[config.mk]
export PLATFORM = sky130hd
export DESIGN_NAME = wb_register_file_flat
export DESIGN_NICKNAME = d
export VERILOG_FILES = /design/src/rtl/wb_register_file_pkg.sv /design/src/rtl/wb_register_file_if.sv /design/src/rtl/wb_register_file_regfile_core.sv /design/src/rtl/wb_register_file.sv /design/src/flat_wrapper.sv
export SDC_FILE = /design/constraint.sdc
export NUM_CORES = 1
export LEC_CHECK = 0
export BUFFER_PORTS_ARGS = -buffer_cell sky130_fd_sc_hd__buf_2
export CORE_UTILIZATION = 35
export CTS_CLUSTER_SIZE = 24
export DETAILED_ROUTE_END_ITERATION = 8
export MAX_ROUTING_LAYER = met4
export PLACE_DENSITY_LB_ADDON = 0.3
export SYNTH_ARGS = -nofsm -noshare
export SYNTH_HDL_FRONTEND = slang
export SYNTH_SLANG_ARGS = --single-unit
[constraint.sdc]
create_clock -name clock -period 13.5 [get_ports clock]
set_input_delay 3.375 -clock clock [delete_from_list [all_inputs] [get_ports clock]]
set_output_delay 3.375 -clock clock [all_outputs]
set_load 0.005 [all_outputs]
[src/rtl/wb_register_file_pkg.sv]
// ---------------------------------------------------------------------------
// wb_register_file_pkg
// Constants shared by the MEM/WB pipeline register, the decoder and the
// writeback register file: data width, register address width, register
// count and the memToReg source encodings.
// ---------------------------------------------------------------------------
package wb_register_file_pkg;

  localparam int DATA_WIDTH     = 16;
  localparam int REG_ADDR_WIDTH = 3;
  localparam int NUM_REGS       = 2 ** REG_ADDR_WIDTH;

  // memToReg encodings: which value the WB stage writes back.
  localparam logic WB_SRC_ALU = 1'b0;
  localparam logic WB_SRC_MEM = 1'b1;

endpackage : wb_register_file_pkg

[src/rtl/wb_register_file_if.sv]
// ---------------------------------------------------------------------------
// wb_register_file_if
// Bundles the WB-side signals of the register file.
//   MEM/WB inputs : regWrite_WB, memToReg_WB, changeEnable, writeAddr_WB,
//                   aluResult_WB, memData_WB
//   ID read ports : readAddrA/B in, readDataA/B out
//   WB/EX outputs : writeData_WB, fwdValid, fwdAddr, fwdData
// Modports:
//   master - the pipeline side that drives the MEM/WB fields and read addresses
//   slave  - the register file itself
// ---------------------------------------------------------------------------
interface wb_register_file_if
  import wb_register_file_pkg::*;
#(
  parameter int DATA_WIDTH = wb_register_file_pkg::DATA_WIDTH,
  parameter int ADDR_WIDTH = wb_register_file_pkg::REG_ADDR_WIDTH
);

  logic                  regWrite_WB;
  logic                  memToReg_WB;
  logic                  changeEnable;
  logic [ADDR_WIDTH-1:0] writeAddr_WB;
  logic [DATA_WIDTH-1:0] aluResult_WB;
  logic [DATA_WIDTH-1:0] memData_WB;

  logic [ADDR_WIDTH-1:0] readAddrA;
  logic [ADDR_WIDTH-1:0] readAddrB;
  logic [DATA_WIDTH-1:0] readDataA;
  logic [DATA_WIDTH-1:0] readDataB;

  logic [DATA_WIDTH-1:0] writeData_WB;
  logic                  fwdValid;
  logic [ADDR_WIDTH-1:0] fwdAddr;
  logic [DATA_WIDTH-1:0] fwdData;

  modport master (
    output regWrite_WB, memToReg_WB, changeEnable, writeAddr_WB,
           aluResult_WB, memData_WB, readAddrA, readAddrB,
    input  readDataA, readDataB, writeData_WB, fwdValid, fwdAddr, fwdData
  );

  modport slave (
    input  regWrite_WB, memToReg_WB, changeEnable, writeAddr_WB,
           aluResult_WB, memData_WB, readAddrA, readAddrB,
    output readDataA, readDataB, writeData_WB, fwdValid, fwdAddr, fwdData
  );

endinterface : wb_register_file_if

[src/rtl/wb_register_file_regfile_core.sv]
// ---------------------------------------------------------------------------
// regfile_core
// Storage for the general registers: one synchronous write port and two raw
// asynchronous read ports. No bypass here; the top adds write-through.
//   clock, reset          - rising-edge clock, async active-high clear
//   writeEnable           - commit writeData to writeAddr on the edge
//   writeAddr, writeData  - write port
//   readAddrA/B           - read addresses
//   readDataA/B           - stored contents (pre-edge values)
// ---------------------------------------------------------------------------
module regfile_core
  import wb_register_file_pkg::*;
#(
  parameter int DATA_WIDTH = wb_register_file_pkg::DATA_WIDTH,
  parameter int ADDR_WIDTH = wb_register_file_pkg::REG_ADDR_WIDTH
) (
  input  logic                  clock,
  input  logic                  reset,
  input  logic                  writeEnable,
  input  logic [ADDR_WIDTH-1:0] writeAddr,
  input  logic [DATA_WIDTH-1:0] writeData,
  input  logic [ADDR_WIDTH-1:0] readAddrA,
  input  logic [ADDR_WIDTH-1:0] readAddrB,
  output logic [DATA_WIDTH-1:0] readDataA,
  output logic [DATA_WIDTH-1:0] readDataB
);

  localparam int NumRegs = 2 ** ADDR_WIDTH;

  logic [DATA_WIDTH-1:0] regs [NumRegs];

  // NOTE: the array is cleared by the asynchronous reset because every
  // register must read zero right after reset; that keeps it as flops rather
  // than a RAM, which cannot be reset. Sequential state uses non-blocking
  // assignments so all flops sample pre-edge values together.
  always_ff @(posedge clock or posedge reset) begin
    if (reset) begin
      for (int i = 0; i < NumRegs; i++) begin
        regs[i] <= '0;
      end
    end else if (writeEnable) begin
      regs[writeAddr] <= writeData;
    end
  end

  assign readDataA = regs[readAddrA];
  assign readDataB = regs[readAddrB];

endmodule : regfile_core

[src/rtl/wb_register_file.sv]
// ---------------------------------------------------------------------------
// wb_register_file
// Writeback stage consumer of the MEM/WB register. Selects ALU or load data,
// commits it to the register file when the pipeline advances, offers two
// ID-stage read ports with write-through bypass, and exports a registered
// copy of the last committed write for EX-stage forwarding.
//   clock   - rising-edge clock
//   reset   - async active-high, clears registers and forwarding state
//   wbBus   - wb_register_file_if.slave (MEM/WB fields, read ports, fwd outputs)
// ---------------------------------------------------------------------------
module wb_register_file
  import wb_register_file_pkg::*;
#(
  parameter int DATA_WIDTH = wb_register_file_pkg::DATA_WIDTH,
  parameter int ADDR_WIDTH = wb_register_file_pkg::REG_ADDR_WIDTH
) (
  input  logic               clock,
  input  logic               reset,
  wb_register_file_if.slave  wbBus
);

  logic                  commit;
  logic [DATA_WIDTH-1:0] writeData;
  logic [DATA_WIDTH-1:0] rawDataA;
  logic [DATA_WIDTH-1:0] rawDataB;

  // A stalled WB stage still holds valid control, so changeEnable gates both
  // the commit and the bypass.
  assign commit    = wbBus.regWrite_WB & wbBus.changeEnable;
  assign writeData = (wbBus.memToReg_WB == WB_SRC_MEM) ? wbBus.memData_WB
                                                        : wbBus.aluResult_WB;
  assign wbBus.writeData_WB = writeData;

  regfile_core #(
    .DATA_WIDTH (DATA_WIDTH),
    .ADDR_WIDTH (ADDR_WIDTH)
  ) u_core (
    .clock       (clock),
    .reset       (reset),
    .writeEnable (commit),
    .writeAddr   (wbBus.writeAddr_WB),
    .writeData   (writeData),
    .readAddrA   (wbBus.readAddrA),
    .readAddrB   (wbBus.readAddrB),
    .readDataA   (rawDataA),
    .readDataB   (rawDataB)
  );

  // Write-through: a read of the register being committed this cycle sees
  // the new value before the array updates at the edge.
  assign wbBus.readDataA = (commit && (wbBus.readAddrA == wbBus.writeAddr_WB))
                           ? writeData : rawDataA;
  assign wbBus.readDataB = (commit && (wbBus.readAddrB == wbBus.writeAddr_WB))
                           ? writeData : rawDataB;

  // Forwarding copy: valid for exactly the cycle after a commit; address and
  // data hold their last committed values otherwise.
  always_ff @(posedge clock or posedge reset) begin
    if (reset) begin
      wbBus.fwdValid <= 1'b0;
      wbBus.fwdAddr  <= '0;
      wbBus.fwdData  <= '0;
    end else begin
      wbBus.fwdValid <= commit;
      if (commit) begin
        wbBus.fwdAddr <= wbBus.writeAddr_WB;
        wbBus.fwdData <= writeData;
      end
    end
  end

endmodule : wb_register_file

[src/flat_wrapper.sv]
// flat-port wrapper written by rule: the top's interface ports become plain ports
module wb_register_file_flat import wb_register_file_pkg::*;
#(
  parameter int DATA_WIDTH = wb_register_file_pkg::DATA_WIDTH,
  parameter int ADDR_WIDTH = wb_register_file_pkg::REG_ADDR_WIDTH
)
  (clock, reset, wbBus_regWrite_WB, wbBus_memToReg_WB, wbBus_changeEnable, wbBus_writeAddr_WB, wbBus_aluResult_WB, wbBus_memData_WB, wbBus_readAddrA, wbBus_readAddrB, wbBus_readDataA, wbBus_readDataB, wbBus_writeData_WB, wbBus_fwdValid, wbBus_fwdAddr, wbBus_fwdData);
  wb_register_file_if #(.DATA_WIDTH(DATA_WIDTH), .ADDR_WIDTH(ADDR_WIDTH)) wbBus_i ();
  input  logic clock;
  input  logic reset;
  input wire logic [$bits(wbBus_i.regWrite_WB)-1:0] wbBus_regWrite_WB;
  input wire logic [$bits(wbBus_i.memToReg_WB)-1:0] wbBus_memToReg_WB;
  input wire logic [$bits(wbBus_i.changeEnable)-1:0] wbBus_changeEnable;
  input wire logic [$bits(wbBus_i.writeAddr_WB)-1:0] wbBus_writeAddr_WB;
  input wire logic [$bits(wbBus_i.aluResult_WB)-1:0] wbBus_aluResult_WB;
  input wire logic [$bits(wbBus_i.memData_WB)-1:0] wbBus_memData_WB;
  input wire logic [$bits(wbBus_i.readAddrA)-1:0] wbBus_readAddrA;
  input wire logic [$bits(wbBus_i.readAddrB)-1:0] wbBus_readAddrB;
  output wire logic [$bits(wbBus_i.readDataA)-1:0] wbBus_readDataA;
  output wire logic [$bits(wbBus_i.readDataB)-1:0] wbBus_readDataB;
  output wire logic [$bits(wbBus_i.writeData_WB)-1:0] wbBus_writeData_WB;
  output wire logic [$bits(wbBus_i.fwdValid)-1:0] wbBus_fwdValid;
  output wire logic [$bits(wbBus_i.fwdAddr)-1:0] wbBus_fwdAddr;
  output wire logic [$bits(wbBus_i.fwdData)-1:0] wbBus_fwdData;
  assign wbBus_i.regWrite_WB = wbBus_regWrite_WB;
  assign wbBus_i.memToReg_WB = wbBus_memToReg_WB;
  assign wbBus_i.changeEnable = wbBus_changeEnable;
  assign wbBus_i.writeAddr_WB = wbBus_writeAddr_WB;
  assign wbBus_i.aluResult_WB = wbBus_aluResult_WB;
  assign wbBus_i.memData_WB = wbBus_memData_WB;
  assign wbBus_i.readAddrA = wbBus_readAddrA;
  assign wbBus_i.readAddrB = wbBus_readAddrB;
  assign wbBus_readDataA = wbBus_i.readDataA;
  assign wbBus_readDataB = wbBus_i.readDataB;
  assign wbBus_writeData_WB = wbBus_i.writeData_WB;
  assign wbBus_fwdValid = wbBus_i.fwdValid;
  assign wbBus_fwdAddr = wbBus_i.fwdAddr;
  assign wbBus_fwdData = wbBus_i.fwdData;
  wb_register_file #(.DATA_WIDTH(DATA_WIDTH), .ADDR_WIDTH(ADDR_WIDTH)) u_core (.clock(clock), .reset(reset), .wbBus(wbBus_i));
endmodule
==> run metrics, run 1 <==
status=complete, no violations; Cell Count, Final, Fillers Out=936; TritonCTS buffer count=17; clk buf depth=2; Synth Area per Inst=15.1 um^2; register bit count reported by yosys=148; RSZ-0062 raised after global routing=no; Fillers=2099; Net Sw Frac=28.3%; WS Path Type=in -> out; endpoint class of the critical path=primary output; Worst-path clk slew=60 ps; Layout Nets=684; Place WS=4510 ps; clock latency on the worst-skew pair=420 ps; r2r setup slk=12700 ps; Worst Max-Slew Pin Slew=1170 ps; Seq/Total Area, Yosys=45.7%; total net switching power=413 uW; most frequent cells in the layout=148 x dfrtp_1, 119 x mux2_2, 113 x buf_2, 80 x mux2i_1, 64 x mux4_2; CORE AREA=22700 um^2; final hold vios=0; layout cell share with drive strength beyond 1=55.1%; internal power=1050 uW; R2R Path Start=u_core.u_core.regs[57]$_DFFE_PP0P_; total of max-cap violations=0; CP Max Fanout=42; Post-DP Area=8880 um^2; post-route cell area=9460 um^2; multi-input logic area=4100 um^2; r2r worst-path depth=1; setup TNS=0 ps; Reg power frac=42.8%; via count=5066; die span in x=154 um; Die Y-Extent=154 um; Vias/cell=5.41; I/O pins=114; Root Buffer=clkbuf_16; CTS tree=yes; Tot GR Track Use=19.6%; commonest non-fill, non-tap cell in the layout=dfrtp_1; vias in the first global route=5552; Tightest Hold Check Type=reg -> reg; Yosys cell types=24; port bufs=113; DP Cell Count=904; drt wl/cell=22.9 um; Syn. warnings=0; area delta synth->final=16.7%; CP Launch Point=wbBus_regWrite_WB; Tmin final=8980 ps; post-cts hold buffer count=0; final wirelength=21400 um; Final WS setup=4520 ps; Starting Density=35.7%; Data required, critical path=10120 ps; Synth Instances=536; worst-case headroom to the max-slew limit=21.9%; largest net degree at the start of global routing=83; startpoint types=primary input; ANT cells=0; Pleak=0.00419 uW; Comb pwr share=25.3%; reg2reg end=u_core.u_core.regs[57]$_DFFE_PP0P_; CTS H-tree depth=4; VDD IR max=64.8 uV; register area=3700 um^2; Final period util=66.5%; die area=23800 um^2; hold path startpoint=u_core.wbBus.fwdAddr[2]$_DFFE_PP0P_; Critical Path AT=5600 ps; clock group share of total power=31.9%; First-pass DRT Iterations=5; number of antenna violations at the first check in global routing=0; post_cts resized=0; postcts setup bufs=0; Antenna Nets Post-Route=0; Setup crit end=wbBus_readDataA[7]; Initial DRC Count=215; gpl congestion=0.753; Max Slew Vio Count=0; # rows=55; first-pass GRT wire length=33500 um; syn nets=582; power density over the cells=154 nW/um^2; DP Wirelength=13300 um; clk_skew=0 ps; Mapped Area=8110 um^2; grt total ovfl=0; highest clock rate=111 MHz; clock sinks=148; DR DRC count=0; Final setup violation count=0
==> flip-flops by register name, indices dropped and copies added (netlist names) <==
signal	cells
u_core.u_core.regs	128
u_core.wbBus.fwdAddr	3
u_core.wbBus.fwdData	16
u_core.wbBus.fwdValid	1
==> logic make-up after synthesis <==
group / synth area share, %
AO/OA/AOI/OAI: 0.987
XOR/XNOR: 0.648
buffers and inverters: 3.87
flip-flops: 45.7
multiplexers: 46.2
AND/OR/NAND/NOR: 2.67
==> final cells by class <==
cell class	instances	share of cell area, %
clock buffers	20	4.72
clock inverters	12	1.40
inverters	18	0.767
multi-input cells	329	43.4
flip-flops and latches	148	39.1
well taps	285	3.77
repair buffers	124	6.85
==> power by group through the flow <==
| stage | clock network, uW | registers [uW] | logic [uW] |
|---|---|---|---|
| floorplan | 0 | 605 | 270 |
| global placement | 0 | 616 | 363 |
| detailed placement | 0 | 630 | 373 |
| CTS | 474 | 623 | 375 |
| global route | 493 | 639 | 400 |
| finish | 466 | 625 | 370 |
==> critical path, stage by stage <==
cell     delay (ps)
buf_2           100
nand2_2         550
nor4_4          620
buf_4           400
mux2i_1         360
buf_2           170
==> worst min path at each step <==
stage,depth (start not counted),slack (ps),to
3_3_place_gp,2,460,u_core.wbBus.fwdAddr[2]$_DFFE_PP0P_
3_5_place_dp,2,460,u_core.wbBus.fwdAddr[2]$_DFFE_PP0P_
4_1_cts,2,480,u_core.wbBus.fwdAddr[2]$_DFFE_PP0P_
2_1_floorplan,2,470,u_core.wbBus.fwdAddr[2]$_DFFE_PP0P_
5_1_grt,2,510,u_core.wbBus.fwdData[10]$_DFFE_PP0P_
6_report,2,470,u_core.wbBus.fwdAddr[2]$_DFFE_PP0P_
==> cell usage after synthesis <==
cell type | count | area, um^2
nand2_2 | 1 | 6.26
buf_2 | 26 | 130
xor2_1 | 6 | 52.6
nor4_4 | 2 | 42.5
nand2_1 | 19 | 71.3
nand3_2 | 1 | 10.0
nand2b_1 | 2 | 12.5
inv_1 | 18 | 67.6
mux2_2 | 119 | 1340
buf_6 | 6 | 67.6
clkbuf_1 | 5 | 18.8
o21ai_0 | 16 | 80.1
or3_1 | 1 | 6.26
mux4_2 | 64 | 1440
or4_4 | 1 | 11.3
dfrtp_1 | 148 | 3700
nor3_4 | 2 | 32.5
mux2_1 | 1 | 11.3
mux2i_1 | 80 | 801
nor2_2 | 1 | 6.26
nor3_2 | 1 | 10.0
nor2_1 | 2 | 7.51
buf_4 | 4 | 30.0
mux2_4 | 10 | 150
==> metrics by stage <==
step           total power (uW)  hold slack (ps)  util, %
2_1_floorplan               875              471        -
4_1_cts                    1470              475     41.7
3_3_place_gp                979              455     39.1
5_1_grt                    1530              506     41.7
3_5_place_dp               1000              461     39.1
6_report                   1460              472     41.7
==> routing by layer <==
metal	track usage [%]	part of all wire, %	wire length [um]	vias up
met4	7.05	2.3	497	0
met3	2.86	4.0	860	31
met1	25.6	44	9460	2673
met2	31.3	50	10600	135
li1	-	-	-	2227
met5	-	0	0	-
Note: power is estimated with default switching activity, not from simulation.
==> inputs of run 2 (changes only) <==
==> constraint.sdc (replaced) <==
create_clock -name clock -period 8.95 [get_ports clock]
set_input_delay 2.2375 -clock clock [delete_from_list [all_inputs] [get_ports clock]]
set_output_delay 2.2375 -clock clock [all_outputs]
set_load 0.005 [all_outputs]
==> run 2 against run 1 <==
Utilization fell by 0.13 points. Critical path depth did not move. Clock-buffer cell count rose by 3. Clock skew did not move. Combinational power rose by 51%. Power rose by 48%. Largest power group unchanged. Clock power rose by 43%. Flip-flop and latch count did not move. Non-clock buffer count did not move. Sequential share of layout area rose by 0.12 points. Routed wire length fell by 0.92%.
==> run metrics, run 2 (synthesis gave the netlist of run 1 again) <==
final hold vios=0; largest net degree at the start of global routing=83; Worst Max-Slew Pin Slew=1190 ps; die area=23800 um^2; Max Slew Vio Count=0; Final setup violation count=0; CP Max Fanout=42; number of antenna violations at the first check in global routing=1; setup TNS=0 ps; delay-heaviest family, CP=simple AND/OR/NAND/NOR gates; post-route cell area=9440 um^2; WS Path Type=in -> out; startpoint types=primary input; vias in the first global route=5517; Tmin final=6660 ps; CTS H-tree depth=4; First-pass DRT Iterations=4; final wirelength=21200 um; I/O pins=114; post_cts resized=0; clock sinks=148; postcts setup bufs=0; CP cell instances=buf_2 > nand2_2 > nor4_4 > buf_4 > mux2i_1 > buf_2; Tot GR Track Use=19.5%; DP Cell Count=904; power density over the cells=229 nW/um^2; Post-DP Area=8880 um^2; clock latency on the worst-skew pair=420 ps; CORE AREA=22700 um^2; Vias/cell=5.48; Tightest Hold Check Type=reg -> reg; Starting Density=35.7%; drt wl/cell=22.7 um; post-cts hold buffer count=0; layout cell share with drive strength beyond 1=54.8%; CP most frequent cell=buf_2; WP buf/inv=3; Die Y-Extent=154 um; Layout Nets=684; Root Buffer=clkbuf_16; gpl congestion=0.760; Data required, critical path=6710 ps; CP max-delay cell=nor4_4; CP max stage delay=620 ps; hold slack final=474 ps; largest registers=u_core.u_core.regs (128), u_core.wbBus.fwdData (16), u_core.wbBus.fwdAddr (3); area delta synth->final=16.3%; via count=5133; status=complete, no violations; Worst-path clk slew=60 ps; Cell Count, Final, Fillers Out=937; TritonCTS buffer count=17; worst-case headroom to the max-slew limit=20.2%; commonest non-fill, non-tap cell in the layout=dfrtp_1; CTS tree=yes; clk_skew=0 ps; Initial DRC Count=225; port bufs=113; clk buf depth=2; Pleak=0.00419 uW; # rows=55; most frequent cells in the layout=148 x dfrtp_1, 119 x mux2_2, 113 x buf_2, 80 x mux2i_1, 64 x mux4_2; Critical Path AT=4420 ps; endpoint class of the critical path=primary output; DR DRC count=0; Antenna Nets Post-Route=0; highest clock rate=150 MHz; first-pass GRT wire length=33200 um; die span in x=154 um; Reg with most FFs=u_core.u_core.regs; grt total ovfl=0; max reg flops=128; VDD IR max=96.8 uV; DP Wirelength=13600 um; Final period util=74.4%; RSZ-0062 raised after global routing=no; total of max-cap violations=0
run 2: final timing paths:
kind,from,to,depth (start not counted),slack (ps)
hold reg to reg,u_core.wbBus.fwdData[0]$_DFFE_PP0P_,u_core.wbBus.fwdData[0]$_DFFE_PP0P_,2,470
setup / recovery,wbBus_regWrite_WB,wbBus_readDataA[7],6,2290
hold / removal,u_core.wbBus.fwdData[0]$_DFFE_PP0P_,u_core.wbBus.fwdData[0]$_DFFE_PP0P_,2,470
min in group asynchronous,reset,u_core.u_core.regs[14]$_DFFE_PP0P_,2,1970
max in group asynchronous,reset,u_core.u_core.regs[45]$_DFFE_PP0P_,3,5620
setup reg to reg,u_core.u_core.regs[57]$_DFFE_PP0P_,u_core.u_core.regs[57]$_DFFE_PP0P_,1,8140
run 2: stage by stage:
step | worst slack [ps] | utilization (%) | total power [uW]
after floorplan | 2730 | - | 1320
after global placement | 2340 | 39.1 | 1480
after detailed placement | 2260 | 39.1 | 1510
after CTS | 2230 | 41.5 | 2190
after global routing | 2050 | 41.5 | 2270
final | 2290 | 41.5 | 2160
run 2: area by class of cell:
| class | count | area (um^2) |
|---|---|---|
| Fill cell | 2110 | 13300 |
| Clock buffer | 23 | 468 |
| Inverter | 18 | 72.6 |
| Clock inverter | 9 | 80.1 |
| Multi-Input combinational cell | 329 | 4100 |
| Timing Repair Buffer | 124 | 648 |
| Tap cell | 285 | 357 |
| Antenna cell | 1 | 2.50 |
| Sequential cell | 148 | 3700 |
run 2: where the power goes:
part | leakage, uW | switching, uW | internal (uW)
registers | 0.00182 | 112 | 829
clock network | 0.000259 | 271 | 395
logic | 0.00211 | 222 | 335
run 2: metal layers:
metal / wire, um / global-route usage, %
met5: 0 / -
met4: 476 / 7.52
met3: 1200 / 3.56
met2: 10700 / 31.3
met1: 8860 / 24.7
